===== src/rtl/gray_decode_monitor.sv =====
// Gray-to-binary decoder and sequence monitor for an N-bit Gray counter output.
// Registers each valid Gray word, decodes it, checks +1/hold steps and tracks lock.
module gray_decode_monitor #(
    parameter int N      = 5,
    parameter int ERR_W  = 8,
    parameter int RELOCK = 4
) (
    input  logic             clk,
    input  logic             rst,
    input  logic             gray_valid,
    input  logic [N-1:0]     gray_in,
    output logic [N-1:0]     bin_out,
    output logic             bin_valid,
    output logic             step_err,
    output logic             wrap,
    output logic             locked,
    output logic [ERR_W-1:0] err_count
);

    localparam int GW = $clog2(RELOCK) + 1;
    localparam logic [GW-1:0] RELOCK_C = GW'(RELOCK);

    typedef enum logic [1:0] {
        ST_EMPTY  = 2'd0,
        ST_SYNC   = 2'd1,
        ST_LOCKED = 2'd2
    } state_t;

    state_t           state_q, state_d;
    logic [N-1:0]     s1_q;
    logic             s1_v_q;
    logic [N-1:0]     ref_q, ref_d;
    logic [N-1:0]     b_new;
    logic [GW-1:0]    good_q, good_d;
    logic [ERR_W-1:0] err_d;
    logic             step_err_d, wrap_d;
    logic             is_good, is_hold;

    function automatic logic [N-1:0] g2b(input logic [N-1:0] g);
        logic [N-1:0] b;
        b[N-1] = g[N-1];
        for (int i = N - 2; i >= 0; i--) begin
            b[i] = b[i+1] ^ g[i];
        end
        return b;
    endfunction

    // Stage 1: capture the Gray word only when qualified.
    // NOTE: sequential state uses non-blocking assignments so every flop samples pre-edge values.
    always_ff @(posedge clk or negedge rst) begin
        if (!rst) begin
            s1_q   <= '0;
            s1_v_q <= 1'b0;
        end else begin
            s1_v_q <= gray_valid;
            if (gray_valid) s1_q <= gray_in;
        end
    end

    assign b_new   = g2b(s1_q);
    assign is_good = (b_new == ref_q + N'(1));
    assign is_hold = (b_new == ref_q);

    // NOTE: every output of this block gets a default first, so no path leaves a latch behind.
    always_comb begin
        state_d    = state_q;
        good_d     = good_q;
        ref_d      = ref_q;
        err_d      = err_count;
        step_err_d = 1'b0;
        wrap_d     = 1'b0;
        if (s1_v_q) begin
            ref_d  = b_new;
            wrap_d = is_good && (ref_q == '1) && (state_q != ST_EMPTY);
            case (state_q)
                ST_EMPTY: begin
                    state_d = ST_SYNC;
                    good_d  = GW'(1);
                end
                ST_SYNC: begin
                    if (is_good) begin
                        good_d = good_q + GW'(1);
                        if (good_q + GW'(1) == RELOCK_C) state_d = ST_LOCKED;
                    end else if (!is_hold) begin
                        good_d = GW'(1);
                    end
                end
                ST_LOCKED: begin
                    if (!is_good && !is_hold) begin
                        step_err_d = 1'b1;
                        if (err_count != '1) err_d = err_count + ERR_W'(1);
                        state_d = ST_SYNC;
                        good_d  = GW'(1);
                    end
                end
                default: begin
                    state_d = ST_EMPTY;
                    good_d  = '0;
                end
            endcase
        end
    end

    // Stage 2: decoded value, step-check results and pulses.
    always_ff @(posedge clk or negedge rst) begin
        if (!rst) begin
            state_q   <= ST_EMPTY;
            good_q    <= '0;
            ref_q     <= '0;
            err_count <= '0;
            step_err  <= 1'b0;
            wrap      <= 1'b0;
            bin_valid <= 1'b0;
            bin_out   <= '0;
        end else begin
            state_q   <= state_d;
            good_q    <= good_d;
            ref_q     <= ref_d;
            err_count <= err_d;
            step_err  <= step_err_d;
            wrap      <= wrap_d;
            bin_valid <= s1_v_q;
            if (s1_v_q) bin_out <= b_new;
        end
    end

    assign locked = (state_q == ST_LOCKED);

endmodule


===== config.mk =====
export PLATFORM = sky130hd
export DESIGN_NAME = gray_decode_monitor
export DESIGN_NICKNAME = d
export VERILOG_FILES = /design/src/rtl/gray_decode_monitor.sv
export SDC_FILE = /design/constraint.sdc
export NUM_CORES = 1
export LEC_CHECK = 0
export BUFFER_PORTS_ARGS = -buffer_cell sky130_fd_sc_hd__buf_4
export CAP_MARGIN = 25
export CORE_MARGIN = 2
export CORE_UTILIZATION = 30
export DETAILED_ROUTE_END_ITERATION = 16
export PLACE_DENSITY = 0.52
export REMOVE_ABC_BUFFERS = 1
export SYNTH_ARGS = -nofsm -noshare
export SYNTH_HDL_FRONTEND = slang
export SYNTH_SLANG_ARGS = --single-unit

===== constraint.sdc =====
create_clock -name clk -period 3.2 [get_ports clk]
set_input_delay 0.64 -clock clk [delete_from_list [all_inputs] [get_ports clk]]
set_output_delay 0.64 -clock clk [all_outputs]
set_load 0.01 [all_outputs]

==> summary.md, run 1 <==
The run finished with clean final reports. The run gives 10.74 ps as the worst clock skew on the final layout. The H-tree depth is 1.

Adding up every negative setup slack in the final design gives 0 ps. The clock latency on the worst-skew pair is 280 ps. For the number of buffers inserted for hold repair after clock tree synthesis, the log shows 0. The mean instance size in the synthesized netlist is 10.86 sq um. For this configuration, the core starts out at a cell density of 30.79%.

Setup repair after global routing left no endpoint under its margin. The static leakage power came out at 0.8248 nW. By startpoint and endpoint, the worst setup path is classified as reg2reg. STA classifies the critical path endpoint as a register.

Worst hold slack after final layout: 252.2 ps. The via count of the first global-routing pass was 1161. The register clock-pin slew on the reported worst setup and hold paths is 100 ps, and the net total in the final layout is 182.

Overall power consumption after layout is estimated at 0.9822 mW. The area growth from synthesis to layout is 18.78%. Across every metal layer, demand over resource in global routing totals 11.09%. The final worst-path cycle share was 78.93%. The run gives 26 as the floorplan row count.

The number of antenna violations at the first check in global routing is 0, and the hold violation total from the final report is 0. The clock period minus final worst setup slack is 2526 ps, and the die outline width is 75.95 um. In the final routed layout, each cell accounts on average for 12.76 um. The routed layout has 1138 vias. The run gives 0.7805 as the placer's final routability congestion estimate.

The run gives 0 as the number of failing setup endpoints in the final timing report. For the arrival time reported for the critical path endpoint, the log shows 2690 ps. Summing every instance area after synthesis gives 0.001553 sq mm.

The floorplan step defined a die boundary enclosing 0.005768 sq mm. From bottom edge to top edge, the die measures 75.95 um. TritonCTS built the clock tree.

Derived from the worst setup path, the maximum achievable clock frequency is 395.9 MHz. Clock root buffer: clkbuf_8. The first global-routing pass estimated 5409 um of wire. For the pin with the worst max-slew slack, the measured transition is 561.6 ps. Cells with a size suffix above 1 make up 26.79% of the layout. The final layout contains routed wiring with a total length of 3037 um. Global routing finished with a remaining overflow of 0. Power density relative to cell area: 532.6 mW/mm^2. The final standard cell utilization of the core was 36.58%. For the number of max-slew violations in the final report, the log shows 0. Across the VDD grid, the largest voltage drop is 0.2376 mV.

The count of port buffers added during placement is 24, and the initial DRC count is 34. For the headroom to the max-slew limit, the log shows 62.56%. The run gives 143 as the gate count of the mapped netlist. The worst setup path is launched from a register. Remaining design rule violation count: 0.

Across all setup checks in the final design, the least slack found is 674.2 ps. Yosys printed 0 warnings. The clock sink count is 27, and the area inside the core boundary is 0.005042 sq mm. The library cell used most frequently in the layout, excluding fill and tap cells, is dfrtp_1.

The filler cells instantiated in the layout total 516. The worst hold path belongs to the class in2async. For the number of nets with antenna violations after detailed routing, the log shows 0. The clock passes through at most 2 buffers. In this run the post-CTS setup repair buffer count came out at 0. The number of gates resized after CTS was 0. In this run, distinct cell masters in the synthesized netlist total 39. Entering global routing, the biggest net connects 28 pins. The detailed-placement wirelength estimate was 2279 um; the number of iterations in the first detailed-routing pass was 4. The maximum fanout count along the critical path was 9; the number of maximum-capacitance violations was 0. Post-placement setup slack: 687.5 ps.

Total clock buffers created by CTS: 3. STA puts the critical path data required time at 3360 ps. The logs give 0 for the diode insertion count for antenna repair and 43.51% for the proportion of synthesized chip area in sequential cells. The library cells used most frequently in the layout, excluding fill and tap cells, are 27 x dfrtp_1, 26 x buf_4, 14 x xnor2_1, 10 x nor2_1, 9 x nand2_1. After detailed routing, the number of vias per cell comes to 4.782. 25 I/O pins were placed. Counting flops and latches in the post-synthesis netlist gives 27.
worst max-delay path, cell delays in order (launching register included):
cell	delay (ps)
dfrtp_1	470
ha_1	260
and3_1	180
ha_1	280
or2_2	270
mux2i_1	200
nand3_2	220
nand4_1	200
mux2_1	330
state kept, by name, indices dropped and copies added (netlist names), 2 cells and up:
name,flops
state_q,2
s1_q,5
err_count,8
ref_q,5
good_q,3
cells by family (layout without fill, tap and decap cells):
logic type | count (synthesis) | after routing | share of synthesized area (%)
AOI/OAI and AO/OA | 17 | 17 | 8.461
and+or+nand+nor | 52 | 52 | 19.02
adders and majority gates | 5 | 5 | 4.029
muxes | 12 | 12 | 8.461
xor gates and xnor gates | 19 | 19 | 12.41
buffers and inverters | 11 | 36 | 4.109
DFF | 27 | 27 | 43.51
synthesized netlist by cell type:
master	number	area, sq um
nand4_1	5	31.28
and3_1	3	18.77
or3_1	1	6.260
nand2b_1	3	18.77
nand3b_1	2	15.01
mux2i_1	3	30.03
and3b_1	1	8.760
nor2_1	10	37.54
dfrtp_1	27	675.7
o221a_1	1	11.26
and2_1	1	6.260
inv_1	6	22.52
xnor2_1	14	122.6
buf_1	1	3.750
xnor2_2	1	16.27
a21oi_2	1	8.760
or2_2	1	6.260
o211ai_1	3	22.52
xnor2_4	1	27.53
a211oi_1	2	15.01
mux2_1	1	11.26
a41o_1	1	10.01
a211o_1	3	26.28
nor3b_1	3	22.52
nor2b_1	1	6.260
nand3_2	1	10.01
xor2_1	3	26.28
nand3b_4	1	20.02
o21ai_0	1	5.000
nand2_1	9	33.78
buf_4	2	15.01
ha_1	5	62.56
nor3_1	1	5.000
mux2_2	8	90.09
nand4b_1	1	8.760
o22ai_2	1	12.51
buf_6	2	22.52
nand3_1	8	40.04
a21oi_1	4	20.02
metal layers:
metal	routed length [um]	share of wire, %	global-route usage [%]
met1	1404	46	14.95
met2	1496	49	18.13
met3	118	3.9	2.500
met4	18	0.59	2.727
met5	0	0	0
report_power, final:
| part | total [mW] | internal (mW) | switching (mW) | leakage, nW |
|---|---|---|---|---|
| sequential | 0.428 | 0.374 | 0.0541 | 0.338 |
| clock | 0.206 | 0.0914 | 0.115 | 0.0261 |
| combinational | 0.348 | 0.172 | 0.175 | 0.460 |
| total | 0.982 | 0.638 | 0.344 | 0.825 |
through the flow:
| step | instances | cell area, sq um |
|---|---|---|
| after floorplan | 138 | 1511 |
| after detailed placement | 234 | 1794 |
| after global routing | 238 | 1844 |
| after global placement | 234 | 1794 |
| after CTS | 238 | 1844 |
| final | 238 | 1844 |
final timing paths:
check	startpoint	to	slack, ps	depth (start not counted)
min	rst	s1_q[2]	250	1
max reg2reg	ref_q[0]	err_count[1]	670	8
min in group clk	err_count[5]	err_count[5]	490	1
min reg2reg	err_count[5]	err_count[5]	490	1
max	ref_q[0]	err_count[1]	670	8
max in group asynchronous	rst	good_q[2]	2680	1
area by class of cell:
class	count	area (sq um)	share of cell area, %
Clock buffer	3	41.29	2.239
Clock inverter	1	8.758	0.4749
Tap cell	70	87.58	4.749
Timing Repair Buffer	26	195.2	10.58
Sequential cell	27	675.6	36.63
Inverter	6	22.52	1.221
Multi-Input combinational cell	105	813.3	44.10
Note: power is estimated with default switching activity, not from simulation.
==> inputs of run 2 (changes only) <==
--- a/config.mk
+++ b/config.mk
@@ -5,6 +5,7 @@
 export SDC_FILE = /design/constraint.sdc
 export NUM_CORES = 1
 export LEC_CHECK = 0
+export ABC_AREA = 1
 export BUFFER_PORTS_ARGS = -buffer_cell sky130_fd_sc_hd__buf_4
 export CAP_MARGIN = 25
 export CORE_MARGIN = 2
==> constraint.sdc (replaced) <==
create_clock -name clk -period 2.4 [get_ports clk]
set_input_delay 0.48 -clock clk [delete_from_list [all_inputs] [get_ports clk]]
set_output_delay 0.48 -clock clk [all_outputs]
set_load 0.01 [all_outputs]
==> run 2 against run 1 <==
Register-to-register slack worse by 440 ps. Via count rose by 18%. Final cell count increased by 25%. Maximum frequency up 16%. Non-clock buffer count grew 3. Clock skew down 1.6 ps. Final area increased by 5.2%. Global-route usage grew 0.98 points. Core utilization increased by 1.2 points. Critical endpoint is now err_count[5]. Sequential share of layout area fell by 1.8 points. Critical path depth up 6.
==> summary.md, run 2 <==
The number of failing setup endpoints in the final timing report was 0 (unchanged). The net total in the final layout is 241 (was 182). The tools report the placed cell count as 293 (was 234).

Category of the critical setup timing path: reg2reg (unchanged). The run gives 1 (unchanged) as the H-tree depth. The final worst-path cycle share was 90.45% (was 78.93%); the post-route standard cell area excluding fillers was 0.001939 sq mm (was 0.001844 sq mm). The number of antenna violations at the first check in global routing is 0 (unchanged), and the detailed-route wire length per cell is 11.21 um (was 12.76 um). The overall die area came out at 0.005947 sq mm (was 0.005768 sq mm). Fraction of layout instances using a drive strength above 1: 22.91% (was 26.79%). The leftover overflow at the end of global routing is 0 (unchanged). The run gives 297 (was 238) as the final instance count without filler cells.

Number of enable flip-flop cells after synthesis: 0 (unchanged). TritonCTS built the clock tree. Biggest registers after layout: err_count (8), ref_q (5), s1_q (5) (unchanged). Number of max-slew violations in the final report: 0 (unchanged). The tools report the total area of multi-input combinational cells as 842.1 sq um (was 813.3 sq um). The register clock-pin slew on the reported worst setup and hold paths is 100 ps (about the same), and the maximum number of pins on one net before global-route repair is 28 (unchanged). The number of synthesized register bits works out to 27 (unchanged). The logic gate share of total power came out at 38.8% (was 35.4%). The wire length of the first global-routing pass was 5947 um (was 5409 um). The detailed-placement wirelength estimate was 2541 um (was 2279 um); the slew at the pin closest to its max-slew limit was 366.2 ps (was 561.6 ps).

The logs give 12.07% (was 11.09%) for the global-route total usage across every layer and 0.001886 sq mm (was 0.001794 sq mm) for the cell area after placement. The die outline width is 77.12 um (was 75.95 um), and the reg-to-reg setup timing slack is 230 ps (was 670 ps). Maximum buffer depth of the clock tree: 2 (unchanged). The run gives 26 (unchanged) as the floorplan row count.

Number of maximum-capacitance violations: 0 (unchanged). For the sequential fraction of design power, the log shows 42.4% (was 43.6%). The headroom to the max-slew limit is 75.54% (was 62.56%), and the worst hold slack after final layout is 102.8 ps (was 252.2 ps). The run gives 2380 ps (was 2690 ps) as the arrival time reported for the critical path endpoint. The run finished with clean final reports. The run gives 28 (was 39) as the count of distinct cell types in the synthesized netlist. The cell type of the slowest stage on the worst timing path is dfrtp_1 (unchanged). The clock sink count was 27 (unchanged); the total vias in the final route was 1348 (was 1138). For the initial DRC count, the log shows 66 (was 34). Most frequent cells in the layout: 58 x nand2_1, 29 x buf_4, 27 x dfrtp_1, 23 x nand3_1, 16 x inv_1 (was 27 x dfrtp_1, 26 x buf_4, 14 x xnor2_1, 10 x nor2_1, 9 x nand2_1).

Worst-path cell chain: ha_1, nand2_1, nor2_1, ha_1, xor2_1, nor2_1, nand2_1, nor2_4, nand2_4, nand2_4, nor2_4, nand2_2, nand2_1, o21ai_2 (was ha_1, and3_1, ha_1, or2_2, mux2i_1, nand3_2, nand4_1, mux2_1). Worst supply voltage drop on vdd: 0.3224 mV (was 0.2376 mV). The worst clock skew on the final layout is 9.139 ps (was 10.74 ps).

The number of nets with antenna violations after detailed routing is 0 (unchanged). The count of port buffers added during placement is 24 (unchanged), and the remaining design rule violation count is 0 (unchanged). The dominant register cell in the synthesized netlist was dfrtp_1 (unchanged). The number of flip-flops in the largest register is 8 (unchanged).

The diode insertion count for antenna repair came out at 0 (unchanged). The run gives 0 ps (unchanged) as the setup TNS. Area contributors post-synth: dfrtp_1 42%, nand2_1 14%, nand3_1 7.2%, ha_1 3.9%, inv_1 3.7% (was dfrtp_1 44%, xnor2_1 7.9%, mux2_2 5.8%, ha_1 4.0%, nand3_1 2.6%).

Setup repair after global routing left no endpoint under its margin. The switching power summed over all nets came out at 0.5605 mW (was 0.3443 mW). Capturing element type of the critical path: a register (unchanged).

Largest register by flop count: err_count (unchanged). The placer's final routability congestion estimate is 0.8129 (was 0.7805). The starting utilization of the core area came out at 31.21% (was 30.79%). The startpoint class of the critical path is a register (unchanged). The static leakage power was 0.9683 nW (was 0.8248 nW).

The power density relative to cell area is 741.9 mW/mm^2 (was 532.6 mW/mm^2). For the number of iterations in the first detailed-routing pass, the log shows 4 (unchanged). The most repeated cell in the gate-level netlist after synthesis was nand2_1 (was dfrtp_1). The top-level I/O count is 25 (unchanged), and the sequential cell area is 675.6 sq um (unchanged). The proportion of synthesized chip area in sequential cells is 42.12% (was 43.51%), and the maximum fanout count along the critical path is 11 (was 9). The type of the tightest min-delay check is in2async (unchanged).

The gate count of the mapped netlist came out at 198 (was 143). The maximum clock rate is 460.7 MHz (was 395.9 MHz). The final standard cell utilization of the core came out at 37.73% (was 36.58%).

The run gives 3 (unchanged) as the total clock buffers created by CTS. The post-detailed-route via-to-cell ratio came out at 4.539 (was 4.782). Clock period minus final worst setup slack: 2171 ps (was 2526 ps). The most area-hungry cell type in the Yosys netlist was dfrtp_1 (unchanged). The cell type with the highest occurrence count on the critical path is nand2_1 (was ha_1). Area growth from synthesis to layout: 20.90% (was 18.78%). The logic depth of the worst register-to-register path is 14 (was 8), and the post-CTS setup repair buffer count is 0 (unchanged). The required time of the critical path is 2610 ps (was 3360 ps). Delay contributed by the slowest stage of the critical path: 400 ps (was 470 ps).

The total internal power was 0.8784 mW (was 0.6379 mW). The mapped cell area was 0.001604 sq mm (was 0.001553 sq mm). Proportion of power drawn by the clock network: 18.8% (was 21.0%). The hold violation total from the final report came out at 0 (unchanged). The tools report the area inside the core boundary as 0.005140 sq mm (was 0.005042 sq mm).

Clock root buffer: clkbuf_8 (unchanged). The mean instance size in the synthesized netlist was 8.101 sq um (was 10.86 sq um); the die extent in y was 77.12 um (was 75.95 um). The share of the synthesized area in the top cell type is 42.12% (was 43.51%), and the number of inserted filler cells in the final layout is 560 (was 516).

The final routed wirelength across all metal layers is 3328 um (was 3037 um), and the proportion of total power due to net switching is 38.95% (was 35.05%). Top cell types by occurrence after synthesis: 58 x nand2_1, 27 x dfrtp_1, 23 x nand3_1, 16 x inv_1, 11 x nor2_1 (was 27 x dfrtp_1, 14 x xnor2_1, 10 x nor2_1, 9 x nand2_1). The run gives 1308 (was 1161) as the via count of the first global-routing pass.

The post-synthesis async set-or-reset flop share is 100.0% (unchanged). Most frequent standard cell in the layout excluding fill and tap cells: nand2_1 (was dfrtp_1). The count of yosys warnings during synthesis is 0 (unchanged). The run gives 280 ps (about the same) as the clock latency on the worst-skew pair.
## run 2: worst paths after layout
kind | from | endpoint
max | ref_q[0] | err_count[5]
min | rst | bin_valid
max reg2reg | ref_q[0] | err_count[5]
min reg2reg | good_q[1] | good_q[1]
max in group asynchronous | rst | ref_q[1]
min in group clk | gray_valid | s1_v_q
## run 2: metal layers
metal / track usage [%] / wire (um) / up-vias
met4: 3.214 / 36 / 0
met5: 0 / 0 / -
met1: 17.24 / 1686 / 610
met2: 18.96 / 1483 / 26
li1: - / - / 708
met3: 1.882 / 121 / 4
## run 2: final cells by class
type	instances	share of cell area, %
Inverter	18	3.484
Timing Repair Buffer	29	11.23
Sequential cell	27	34.84
Clock inverter	1	0.3871
Tap cell	70	4.516
Clock buffer	3	2.129
Multi-Input combinational cell	149	43.42
## run 2: cells by family after synthesis
| family | synth area share (%) |
|---|---|
| xor+xnor | 4.914 |
| flops | 42.12 |
| simple gates | 38.07 |
| buf+inv | 5.694 |
| fa+ha+maj | 3.900 |
| compound gates | 5.305 |
## run 2: power by group through the flow
stage / Combinational, mW / Clock [mW] / Sequential (mW)
2_1_floorplan: 0.342 / 0 / 0.633
3_3_place_gp: 0.558 / 0 / 0.620
3_5_place_dp: 0.559 / 0 / 0.619
4_1_cts: 0.560 / 0.281 / 0.611
5_1_grt: 0.637 / 0.301 / 0.625
6_report: 0.558 / 0.271 / 0.610
## run 2: repair_timing
action / in CTS / in global routing
hold buffers: 0 / 0
endpoints found under the setup margin: 0 / 1
gates resized for setup: 0 / 1
## run 2: per-stage QoR
stage,worst slack (ps),total power [mW]
final,229.3,1.439
after global routing,48.29,1.563
after CTS,153.8,1.453
after detailed placement,175.2,1.177
after global placement,229.9,1.179
after floorplan,246.6,0.9746
## run 2: worst max-delay path, delay by kind of cell (launching register included)
kind                       cells  cell delay [ps]
adders and majority gates      2              500
AOI/OAI and AO/OA              1               70
and+or+nand+nor               10             1000
xor gates and xnor gates       1              140
DFF                            1              400
==> inputs of run 3 (changes only) <==
--- a/config.mk
+++ b/config.mk
@@ -11,7 +11,7 @@
 export CORE_MARGIN = 2
 export CORE_UTILIZATION = 30
 export DETAILED_ROUTE_END_ITERATION = 16
-export PLACE_DENSITY = 0.52
+export PLACE_DENSITY = 0.53
 export REMOVE_ABC_BUFFERS = 1
 export SYNTH_ARGS = -nofsm -noshare
 export SYNTH_HDL_FRONTEND = slang
==> constraint.sdc (replaced) <==
create_clock -name clk -period 1.8 [get_ports clk]
set_input_delay 0.36 -clock clk [delete_from_list [all_inputs] [get_ports clk]]
set_output_delay 0.36 -clock clk [all_outputs]
set_load 0.01 [all_outputs]
==> run 3 against run 2 <==
The flow now finishes with violations (negative setup slack). Via count increased by 9.3%. Wire length up 9.9%. First-iteration DRC count increased by 30%.
==> summary.md, run 3 (synthesis results as in run 2) <==
The flow ran to the end, but the final reports show violations. The final reports fail on negative setup slack. The tools report the global routing usage on met1 as 18.22% (was 17.24%). The number of flip-flops in the largest register came out at 8 (unchanged). The detailed-route wire length per cell is 11.51 um (was 11.21 um), and the maximum fanout count along the critical path is 5 (was 11). The floorplan row count is 26 (unchanged), and the net total in the final layout is 262 (was 241). The category of the critical setup timing path is reg2reg (unchanged). The power density relative to cell area is 957.0 mW/mm^2 (was 741.9 mW/mm^2), and the post-route standard cell area excluding fillers is 0.002215 sq mm (was 0.001939 sq mm).

The number of failing setup endpoints in the final timing report came out at 14 (was 0). The wire length of the first global-routing pass was 6196 um (was 5947 um); the static leakage power was 1.096 nW (was 0.9683 nW). For the detailed-placement wirelength estimate, the log shows 2574 um (was 2541 um). The headroom to the max-slew limit is 58.61% (was 75.54%). Most utilized layer in the global route result: met2 (unchanged).

Clock root buffer: clkbuf_8 (unchanged). The global-route total usage across every layer came out at 12.72% (was 12.07%). The total clock buffers created by CTS was 3 (unchanged). The largest register by flop count is err_count (unchanged). For the required time of the critical path, the log shows 1980 ps (was 2610 ps). For the setup TNS, the log shows -2152 ps (was 0 ps). The total vias in the final route was 1474 (was 1348); the placer's final routability congestion estimate was 0.7446 (was 0.8129). The clock period minus final worst setup slack came out at 2001 ps (was 2171 ps).

Number of maximum-capacitance violations: 0 (unchanged). The logs give 0 (unchanged) for the number of antenna violations at the first check in global routing and 280 ps (about the same) for the clock latency on the worst-skew pair. The number of iterations in the first detailed-routing pass was 4 (unchanged); the leftover overflow at the end of global routing was 0 (unchanged).

The tools report the origin of the worst min-delay path as gray_valid. Worst setup path startpoint: ref_q[1] (was ref_q[0]). Cell type of the slowest stage on the worst timing path: dfrtp_1 (unchanged). The delay contributed by the slowest stage of the critical path came out at 390 ps (was 400 ps). The number of nets with antenna violations after detailed routing was 0 (unchanged). Worst clock skew on the final layout: 7.808 ps (was 9.139 ps). The tools report the maximum number of pins on one net before global-route repair as 28 (unchanged). Area growth from synthesis to layout: 38.07% (was 20.90%). Setup repair after global routing could not meet its margin everywhere. The register clock-pin slew on the reported worst setup and hold paths works out to 100 ps (about the same). The tools report the worst flop-to-flop path startpoint as ref_q[1] (was ref_q[0]). The count of port buffers added during placement works out to 24 (unchanged). The top-level I/O count was 25 (unchanged).

The starting utilization of the core area is 31.21% (unchanged). The fraction of layout instances using a drive strength above 1 is 38.31% (was 22.91%), and the maximum buffer depth of the clock tree is 2 (unchanged). TritonCTS built the clock tree. The final worst-path cycle share was 111.2% (was 90.45%). H-tree depth: 1 (unchanged). The arrival time reported for the critical path endpoint came out at 2190 ps (was 2380 ps).

The die outline width is 77.12 um (unchanged), and the remaining design rule violation count is 0 (unchanged). Biggest registers after layout: err_count (8), ref_q (5), s1_q (5) (unchanged). The capturing element type of the critical path was a register (unchanged).

For the via count of the first global-routing pass, the log shows 1378 (was 1308). The run gives 86 (was 66) as the initial DRC count. Type of the tightest min-delay check: in2reg (was in2async). The post-layout worst setup margin was -201.1 ps (was 229.3 ps); the overall die area was 0.005947 sq mm (unchanged).

The cell type with the highest occurrence count on the critical path was nand2_1 (unchanged). The die extent in y was 77.12 um (unchanged). Most frequent cells in the layout: 51 x nand2_1, 46 x buf_4, 26 x dfrtp_1, 16 x inv_1 (was 58 x nand2_1, 29 x buf_4, 27 x dfrtp_1, 23 x nand3_1, 16 x inv_1). The final routed wirelength across all metal layers was 3659 um (was 3328 um). The area inside the core boundary is 0.005140 sq mm (unchanged), and the clock sink count is 27 (unchanged). The fraction of met3 tracks used by global routing was 1.765% (was 1.882%). Worst-path cell chain: ha_2, nand2_1, nor2_1, ha_1, xor2_1, nor2_1, nand2_1, nor2_4, nand2_4, nand2_4, nor2_4, buf_6, nand3b_1, nand2_1 (was ha_1, nand2_1, nor2_1, ha_1, xor2_1, nor2_1, nand2_1, nor2_4, nand2_4, nand2_4, nor2_4, nand2_2, nand2_1, o21ai_2). The diode insertion count for antenna repair was 0 (unchanged). The number of max-slew violations in the final report came out at 0 (unchanged).

The slew at the pin closest to its max-slew limit was 616.2 ps (was 366.2 ps). For the cell area after placement, the log shows 0.002006 sq mm (was 0.001886 sq mm). The maximum clock rate came out at 499.7 MHz (was 460.7 MHz). The tools report the worst supply voltage drop on vdd as 0.4167 mV (was 0.3224 mV). The hold violation total from the final report is 0 (unchanged). The most frequent standard cell in the layout excluding fill and tap cells was nand2_1 (unchanged).

The startpoint class of the critical path was a register (unchanged). The post-detailed-route via-to-cell ratio is 4.635 (was 4.539). The tools report the met2 layer usage reported by global route as 19.65% (was 18.96%).
==> run 3: metal layers <==
metal / part of all wire [%] / up-vias
met5: 0 / -
met2: 46 / 22
li1: - / 747
met1: 50 / 700
met3: 2.9 / 5
met4: 1.3 / 0
==> run 3: critical path: cells and delay by family, from the launching register on <==
family | cells | cell delay, ps
xor+xnor | 1 | 140
fa+ha+maj | 2 | 480
buf+inv | 1 | 150
flops | 1 | 390
simple gates | 10 | 740
==> run 3: area by class of cell <==
type	instances	area, sq um
fillers	555	2925
multi-input cells	150	955.9
flip-flops and latches	27	676.9
repair buffers	49	377.9
well taps	70	87.58
inverters	18	67.56
clock buffers	3	41.29
clock inverters	1	7.507
==> run 3: what timing repair did <==
item                                    4_1_cts  5_1_grt
cloned                                        0        1
endpoints found under the setup margin       15       15
setup buffers                                 0        3
pin swaps                                    13        9
endpoints found under the hold margin        16        0
hold buffers                                  1        0
gates resized for setup                      12       18
==> run 3: power breakdown <==
group | total (mW) | leakage, nW | switching, mW | internal [mW]
clock network | 0.361 | 0.0217 | 0.204 | 0.158
logic | 0.954 | 0.732 | 0.531 | 0.423
registers | 0.804 | 0.342 | 0.0996 | 0.705
total | 2.12 | 1.10 | 0.835 | 1.28
==> run 3: path summary, 6_finish.rpt <==
kind	cells after the start	slack (ps)	end
worst min-delay path	1	260	s1_v_q
worst max register to register	14	-200	err_count[0]
worst max-delay path	14	-200	err_count[0]
min in group asynchronous	2	530	wrap
worst min register to register	2	510	good_q[2]
max in group asynchronous	2	990	s1_q[4]
==> run 3: through the flow <==
step                      total power, mW  hold WS, ps  util (%)  setup WS [ps]  cells
final                               2.119        257.3     43.09         -201.1    318
after global routing                2.304        241.9     43.09         -333.7    318
after CTS                           2.078        251.5     41.16         -198.7    314
after detailed placement            1.662        307.5     39.02         -301.8    309
after global placement              1.665        306.1     39.02         -248.8    309
after floorplan                     1.299        64.41         -         -353.4    194
